`src/rtl/contatore_riconoscimenti.sv`:
```
// contatore_riconoscimenti
//   Counts rising edges of the upstream recogniser output z over fixed windows
//   of WINDOW clocks and hands each window's (saturating) count to a slower
//   consumer over the dav_/rfd handshake.
//
// Parameters
//   N_BIT  : width of the count and of dato; the count saturates at 2^N_BIT-1
//   WINDOW : window length in clocks (>= 2)
//
// Ports
//   clock  : system clock, all state updates on posedge
//   reset_ : synchronous active-low reset
//   z      : recognition output of the upstream recogniser
//   rfd    : consumer ready-for-data, active high
//   dav_   : data available, active low, registered
//   dato   : latched window count, stable whenever dav_=0
//   ovr    : sticky overrun flag (only when RIC_OVERRUN_EN is defined)
//
// Optional feature macro: RIC_OVERRUN_EN
//   Defined     -> port ovr exists and is set by any close edge that finds the
//                  handshake busy; it clears only on reset_.
//   Not defined -> such results are dropped silently, no ovr port.
module contatore_riconoscimenti #(
  parameter int N_BIT  = 8,
  parameter int WINDOW = 16
) (
  input  logic             clock,
  input  logic             reset_,
  input  logic             z,
  input  logic             rfd,
  output logic             dav_,
  output logic [N_BIT-1:0] dato
`ifdef RIC_OVERRUN_EN
  ,
  output logic             ovr
`endif
);

  localparam int              WC_W    = $clog2(WINDOW);
  localparam logic [WC_W-1:0] WC_LAST = WC_W'(WINDOW - 1);
  localparam logic [WC_W-1:0] WC_ONE  = WC_W'(1'b1);
  localparam logic [N_BIT-1:0] CNT_MAX = {N_BIT{1'b1}};
  localparam logic [N_BIT-1:0] CNT_ONE = N_BIT'(1'b1);

  typedef enum logic [1:0] {
    S_IDLE     = 2'd0,
    S_WAIT_RFD = 2'd1,
    S_PRESENT  = 2'd2
  } state_t;

  // Saturating increment: never wraps past the all-ones value.
  function automatic logic [N_BIT-1:0] sat_inc(input logic [N_BIT-1:0] v,
                                               input logic             inc);
    if (inc && (v != CNT_MAX)) begin
      return v + CNT_ONE;
    end else begin
      return v;
    end
  endfunction

  logic [WC_W-1:0]  wc_r;
  logic [N_BIT-1:0] cnt_r;
  logic             z_q_r;
  logic [N_BIT-1:0] dato_r;
  logic             dav_r;
  state_t           state_r;
  state_t           state_s;
  logic             dav_s;
  logic             load_s;
  logic             edge_s;
  logic             close_s;
  logic [N_BIT-1:0] res_s;

  // A held-high z counts once: only the 0->1 transition is an event.
  assign edge_s  = z & ~z_q_r;
  assign close_s = (wc_r == WC_LAST);
  // An edge on the close edge itself still belongs to the closing window.
  assign res_s   = sat_inc(cnt_r, edge_s);

  // Window counter, edge-detect delay and running count; never stall.
  always_ff @(posedge clock) begin
    if (!reset_) begin
      wc_r  <= {WC_W{1'b0}};
      cnt_r <= {N_BIT{1'b0}};
      z_q_r <= 1'b0;
    end else begin
      z_q_r <= z;
      if (close_s) begin
        wc_r  <= {WC_W{1'b0}};
        cnt_r <= {N_BIT{1'b0}};
      end else begin
        wc_r  <= wc_r + WC_ONE;
        cnt_r <= res_s;
      end
    end
  end

  // Handshake next-state logic; a close edge is only taken in S_IDLE.
  always_comb begin
    state_s = state_r;
    dav_s   = 1'b1;
    load_s  = 1'b0;
    case (state_r)
      S_IDLE: begin
        dav_s = 1'b1;
        if (close_s) begin
          load_s  = 1'b1;
          state_s = S_WAIT_RFD;
        end else begin
          state_s = S_IDLE;
        end
      end
      S_WAIT_RFD: begin
        if (rfd) begin
          dav_s   = 1'b0;
          state_s = S_PRESENT;
        end else begin
          dav_s   = 1'b1;
          state_s = S_WAIT_RFD;
        end
      end
      S_PRESENT: begin
        if (!rfd) begin
          dav_s   = 1'b1;
          state_s = S_IDLE;
        end else begin
          dav_s   = 1'b0;
          state_s = S_PRESENT;
        end
      end
      default: begin
        dav_s   = 1'b1;
        state_s = S_IDLE;
      end
    endcase
  end

  // Handshake state and registered outputs; dato only moves on a load.
  always_ff @(posedge clock) begin
    if (!reset_) begin
      state_r <= S_IDLE;
      dav_r   <= 1'b1;
      dato_r  <= {N_BIT{1'b0}};
    end else begin
      state_r <= state_s;
      dav_r   <= dav_s;
      if (load_s) begin
        dato_r <= res_s;
      end else begin
        dato_r <= dato_r;
      end
    end
  end

  assign dav_ = dav_r;
  assign dato = dato_r;

`ifdef RIC_OVERRUN_EN
  logic ovr_r;
  logic overrun_s;

  // A window closing while a previous result is still being handed over.
  assign overrun_s = close_s && (state_r != S_IDLE);

  // Sticky overrun flag, cleared only by reset_.
  always_ff @(posedge clock) begin
    if (!reset_) begin
      ovr_r <= 1'b0;
    end else if (overrun_s) begin
      ovr_r <= 1'b1;
    end else begin
      ovr_r <= ovr_r;
    end
  end

  assign ovr = ovr_r;
`endif

endmodule
```
`config.mk`:
```
export PLATFORM = sky130hd
export DESIGN_NAME = contatore_riconoscimenti
export DESIGN_NICKNAME = d
export VERILOG_FILES = /design/src/rtl/contatore_riconoscimenti.sv
export SDC_FILE = /design/constraint.sdc
export NUM_CORES = 1
export LEC_CHECK = 0
export CAP_MARGIN = 15
export CORE_ASPECT_RATIO = 1.5
export CORE_MARGIN = 3
export CORE_UTILIZATION = 30
export DETAILED_ROUTE_END_ITERATION = 10
export GPL_ROUTABILITY_DRIVEN = 1
export RECOVER_POWER = 100
export SYNTH_ARGS = -nofsm -noshare
export SYNTH_HDL_FRONTEND = slang
export SYNTH_SLANG_ARGS = --single-unit
```
`constraint.sdc`:
```
create_clock -name clock -period 1.6 [get_ports clock]
set_clock_uncertainty 0.15 [all_clocks]
set_input_delay 0.48 -clock clock [delete_from_list [all_inputs] [get_ports clock]]
set_output_delay 0.48 -clock clock [all_outputs]
set_load 0.03 [all_outputs]
```
==> results.md, run 1 <==
* Syn Inst Count at 110
* CP Data Arrival Time at ~1.6 ns
* Pre-antenna DRT Iters at 4
* Critical path launch point type: flip-flop
* Outcome: finished clean
* Die Ht at 76.8 um
* Htree depth at 1
* Synth Flop Type: dfxtp_1
* CTS clk-pin slew, worst paths at 0.09 ns
* PortBufs at 12
* Design Area, Final at around 1300 um^2
* Leakage at 0.547 nW
* Synth Cell Area at between 1000 and 1500 um^2
* TritonCTS clock tree: done
* Avg Inst Size Synth at around 9.1 um^2
* Max Freq at 655 MHz
* Layout Area Growth over Synthesis at 32.4%
* CP Depth at 5
* Vias in the first global route at between 800 and 900
* Critical path endpoint category: flip-flop
* RSZ-0062 raised after global routing: true
* Hold Crit Depth at 1
* Max incr delay on CP at 0.42 ns
* Rows at 25
* Initial core utilization at 0.315
* Syn nets at between 100 and 150
* PD cells at about 920 nW/um^2
* Post-synth EDFFs at 0
* Antenna diode count at 0
* Worst skew pair latency at around 0.27 ns
* Async SR Flop Fraction at 0
* Placeable Area at 3190 um^2
* Worst setup path class: flip-flop to flip-flop
* # clock sinks at 24
* Tmin final at around 1.5 ns
* GRT Residual Overflow at 0
* Final Cycle Share at 0.955
* # DRC at 0
* CTS root buf: clkbuf_8
* Initial antenna violation count at 0
* Final Hold Vio Count at 0
* Drt total wl at about 2200 um
* Detailed Route Iter0 Violations at 19
* Nets at 150
* Yosys cell types at 31
* Total number of vias at ~870
* I/O pin total at 13
* Clock buffers created by TritonCTS at 3
* Crit path cell chain: ha_2 -> nand3_1 -> nor2_1 -> or4_4 -> a21oi_1
* Yosys reg bits at 24
* WL/cell at 12.3 um
* # fillers at between 300 and 400
* Largest net degree at the start of global routing at 15
* Slew Viols, Final at 0
* Hpwl dp at about 1700 um
* Worst slew margin at 0.810
* Final setup fails at 0
* DIE WIDTH at approximately 53 um
* MaxCap Viol Count at 0
* Crit-path leading delay family: simple AND/OR/NAND/NOR gates
* Total GRT Usage at 0.116
* Worst-Margin Slew at approximately 0.28 ns
* CTS Buffer Depth at 2
* Die ar. at a little over 4000 um^2
* Crit-path slowest cell: or4_4
* First-pass GRT wire length at ~3700 um
* Fin Hold WS at 0.317 ns
* Gpl congestion at approximately 0.73
* Syn. warnings at 0
* Share of layout cells above drive strength 1 at 0.288
* VDD IR max at roughly 0.64 mV
* Routed vias/inst at between 4 and 5
* CP Max Fanout at 4
* Post-DRT Antenna Nets at 0
* Placed inst area at roughly 1200 um^2
* Path depth of the worst reg2reg path at 5
* Hold Crit Class: flip-flop to flip-flop
* Buffers & Inverters on Critical Path at 0
* Worst EP required at 1.66 ns
* Seq/Total Area, Yosys at 0.479
cells in the final DEF (no fill, tap or decap), types with 2 or more instances in the layout:
cell type / instances
clkbuf_8: 3
clkdlybuf4s50_1: 2
nor3_1: 4
dfxtp_1: 20
clkbuf_2: 9
nand3_1: 5
ha_1: 4
buf_4: 10
clkbuf_4: 2
inv_1: 6
and3_1: 2
nand2_1: 6
mux2i_1: 2
o21ai_0: 9
clkbuf_1: 3
dfxtp_2: 4
xor2_1: 3
nand4_1: 3
nor2_1: 11
a21oi_1: 6
o31ai_1: 2
a31oi_1: 2
per-layer routing:
metal  vias to the layer above  part of all wire  global-route usage
li1                        447                 -                   -
met1                       409              0.41               0.124
met2                         9              0.55               0.214
met3                         2             0.032              0.0252
met4                         0            0.0064              0.0384
met5                         -                 0                   0
final timing paths:
check            from       end  slack [ns]
max          cnt_r[0]  cnt_r[5]        0.07
min           wc_r[0]   wc_r[0]        0.32
max reg2reg  cnt_r[0]  cnt_r[5]        0.07
min reg2reg   wc_r[0]   wc_r[0]        0.32
sequential cells by signal (all words and copies together), names as in the netlist:
name     flops
cnt_r        8
dato         8
dav_         1
state_r      2
wc_r         4
z_q_r        1
cells in the mapped netlist, types with 3 or more instances:
| library cell | number | area, um^2 |
|---|---|---|
| nand4_1 | 3 | 18.8 |
| nand2_1 | 6 | 22.5 |
| nor2_1 | 12 | 45.0 |
| ha_1 | 6 | 75.1 |
| dfxtp_1 | 24 | 480 |
| o21ai_0 | 9 | 45.0 |
| a21oi_1 | 6 | 30.0 |
| inv_1 | 6 | 22.5 |
| nand3_1 | 6 | 30.0 |
| nor3_1 | 4 | 20.0 |
| xor2_1 | 3 | 26.3 |
cell families after synthesis:
| group | synth area share |
|---|---|
| compound gates | 0.140 |
| buf+inv | 0.0299 |
| flops | 0.479 |
| fa+ha+maj | 0.0748 |
| xor+xnor | 0.0349 |
| simple gates | 0.222 |
| mux | 0.0200 |
through the flow:
| stage | std cells | worst slack (ns) | setup TNS [ns] | power [W] | util |
|---|---|---|---|---|---|
| global route | 179 | -0.0154 | -0.0334 | 0.00126 | 0.416 |
| detailed placement | 174 | -0.500 | -6.38 | 0.000699 | 0.391 |
| finish | 179 | 0.0728 | 0 | 0.00122 | 0.416 |
| global placement | 174 | -0.465 | -5.74 | 0.000696 | 0.391 |
| floorplan | 110 | 0.0370 | 0 | 0.000665 | - |
| CTS | 178 | 0.000423 | 0 | 0.00122 | 0.415 |
power by group:
part / internal (W) / switching (W)
Clock: 0.000334 / 0.000191
Sequential: 0.000612 / 0.0000118
Combinational: 0.0000374 / 0.0000317
cell type report:
cell class	count	area [um^2]	share of cell area
Tap cell	40	50.0	0.0377
Timing Repair Buffer	27	175	0.132
Sequential cell	24	485	0.365
Inverter	6	22.5	0.0169
Clock inverter	1	30.0	0.0226
Clock buffer	3	41.3	0.0311
Multi-Input combinational cell	78	524	0.395
what timing repair did:
action,4_1_cts,5_1_grt
pin swaps,4,4
setup buffers,0,1
hold buffers,0,0
endpoints found under the setup margin,12,9
cloned,0,0
gates resized for setup,3,9
(Power assumes the default switching activity.)
==> run 2: changes to the inputs <==
--- a/config.mk
+++ b/config.mk
@@ -5,12 +5,14 @@
 export SDC_FILE = /design/constraint.sdc
 export NUM_CORES = 1
 export LEC_CHECK = 0
+export ABC_CLOCK_PERIOD_IN_PS = 1600
 export CAP_MARGIN = 15
 export CORE_ASPECT_RATIO = 1.5
 export CORE_MARGIN = 3
-export CORE_UTILIZATION = 30
+export CORE_UTILIZATION = 45
 export DETAILED_ROUTE_END_ITERATION = 10
 export GPL_ROUTABILITY_DRIVEN = 1
+export PLACE_DENSITY = 0.7
 export RECOVER_POWER = 100
 export SYNTH_ARGS = -nofsm -noshare
 export SYNTH_HDL_FRONTEND = slang
==> run 2 against run 1 <==
Critical endpoint is now dato[3]. Sequential share of layout area up 0.66 points. The flow now finishes with violations (negative setup slack). Critical path depth up 1. Via count shrank 0.46%. Die area is 30% lower.
==> results.md, run 2 (synthesized netlist as in run 1, its figures left out) <==
* Worst setup path class: flip-flop to flip-flop
* Tot Pwr at 0.000958 W (-21%)
* Most used cell along the critical path: buf_6
* CTS Buffer Depth at 2 (unchanged)
* Share of layout cells above drive strength 1 at 0.353 (+0.0652)
* PortBufs at 12 (unchanged)
* Hold Crit Class: flip-flop to flip-flop
* WL met1 at 896 um (-1.9%)
* Crit path cell chain: buf_6 -> and3_4 -> nand2_4 -> buf_6 -> or3_4 -> a31oi_1
* CP Data Arrival Time at 1.71 ns (+0.13 ns)
* Drt total wl at 2210 um (+0.14%)
* Layout Area Growth over Synthesis at 32.4% (unchanged)
* Final Hold Vio Count at 0 (unchanged)
* Setup TNS at -0.0153 ns (-0.0153 ns)
* GRT Residual Overflow at 0 (unchanged)
* Hpwl dp at 1510 um (-12%)
* Crit-path slowest cell: dfxtp_4
* Max Freq at 621 MHz (-5.2%)
* Die ar. at 2840 um^2 (-30%)
* CTS root buf: clkbuf_4
* Fin util at 0.640 (+0.223)
* Nets at 148 (-1.3%)
* Worst EP required at 1.70 ns (+0.04 ns)
* VDD IR max at 0.552 mV (-14%)
* Met2 routed WL at 1200 um (-0.33%)
* Gpl congestion at 0.810 (+12%)
* Final setup fails at 2 (+2)
* WL/cell at 14.0 um (+13%)
* Initial antenna violation count at 0 (unchanged)
* Max incr delay on CP at 0.38 ns (-0.04 ns)
* Hold-fix buffers, CTS at 0 (unchanged)
* Antenna diode count at 0 (unchanged)
* Tmin final at 1.61 ns (+0.0842 ns)
* Worst-Margin Slew at 0.275 ns (-0.00739 ns)
* Metal3 WL at 68 um (-2.9%)
* I/O pin total at 13 (unchanged)
* CP Max Fanout at 3 (-1)
* PD cells at 721 nW/um^2 (-21%)
* Worst skew pair latency at 0.31 ns (+0.04 ns)
* Clock buffers created by TritonCTS at 3 (unchanged)
* Vias in the first global route at 869 (-0.57%)
* Total number of vias at 863 (-0.46%)
* Total GRT Usage at 0.165 (+0.0481)
* Rows at 20 (-20%)
* # DRC at 0 (unchanged)
* DIE WIDTH at 44.6 um (-16%)
* Outcome: finished, violations left
* Leakage at 0.541 nW (-1.0%)
* Final Cycle Share at 1.01 (+0.0526)
* Worst slew margin at 0.816 (+0.00599)
* Routed vias/inst at 5.46 (+13%)
* Commonest non-fill, non-tap cell in the layout: dfxtp_1
* Slew Viols, Final at 0 (unchanged)
* Top sig layer: met4
* TritonCTS clock tree: done
* Detailed Route Iter0 Violations at 24 (+5)
* MaxCap Viol Count at 0 (unchanged)
* CTS clk-pin slew, worst paths at 0.12 ns (+0.03 ns)
* # clock sinks at 24 (unchanged)
* First-pass GRT wire length at 3640 um (-1.3%)
* Critical path endpoint category: flip-flop
* Initial core utilization at 0.483 (+0.169)
* Largest net degree at the start of global routing at 13 (-2)
* Final WS setup at -0.0114 ns (-0.0842 ns)
* Pre-antenna DRT Iters at 5 (+1)
* Placeable Area at 2080 um^2 (-35%)
* Most frequent cells in the layout: 17 x dfxtp_1, 10 x nor2_1, 9 x o21ai_0, 9 x buf_4, 8 x clkbuf_2
* RSZ-0062 raised after global routing: true
* Failing checks: negative setup slack
* Post-DRT Antenna Nets at 0 (unchanged)
* Die Ht at 63.8 um (-17%)
* Critical path launch point type: flip-flop
* Htree depth at 1 (unchanged)
-- run 2: worst max-delay path, delay by kind of cell, from the launching register on --
| family | cells | cell delay (ns) |
|---|---|---|
| buffers and inverters | 2 | 0.21 |
| flip-flops | 1 | 0.38 |
| AO/OA/AOI/OAI | 1 | 0.18 |
| AND/OR/NAND/NOR | 3 | 0.62 |
-- run 2: cell type report --
| type | instances | area, um^2 |
|---|---|---|
| inverter | 6 | 22.5 |
| timing repair buffer | 25 | 178 |
| tap | 22 | 27.5 |
| sequential | 24 | 494 |
| fill | 183 | 748 |
| multi-input combinational | 78 | 584 |
| clock buffer | 3 | 22.5 |
-- run 2: metrics by stage --
stage | hold WS, ns | instance area, um^2 | instances | setup WS [ns]
floorplan | 0.268 | 1000 | 110 | 0.0370
global placement | 0.280 | 1200 | 153 | -0.461
global route | 0.341 | 1330 | 158 | -0.0582
detailed placement | 0.296 | 1200 | 153 | -0.494
finish | 0.307 | 1330 | 158 | -0.0114
CTS | 0.313 | 1240 | 156 | 0.0515
-- run 2: layer usage --
layer,track usage,up-vias
li1,-,446
met1,0.191,398
met2,0.295,14
met3,0.0197,5
met4,0.0566,0
met5,0,-
-- run 2: path summary, 6_finish.rpt --
path,from,cells after the start,slack (ns),end
max,cnt_r[0],6,-0.01,dato[3]
min,wc_r[0],1,0.31,wc_r[0]
max reg2reg,cnt_r[0],6,-0.01,dato[3]
min reg2reg,wc_r[0],1,0.31,wc_r[0]
-- run 2: power breakdown --
part | switching (W) | internal, W | total, W
Sequential | 0.0000146 | 0.000611 | 0.000625
Combinational | 0.0000339 | 0.0000408 | 0.0000747
Clock | 0.000170 | 0.0000882 | 0.000258
-- run 2: repair_timing --
action / in CTS / in global routing
pin swaps: 4 / 9
buffers inserted: 0 / 2
endpoints found under the setup margin: 9 / 7
gates resized for setup: 6 / 24
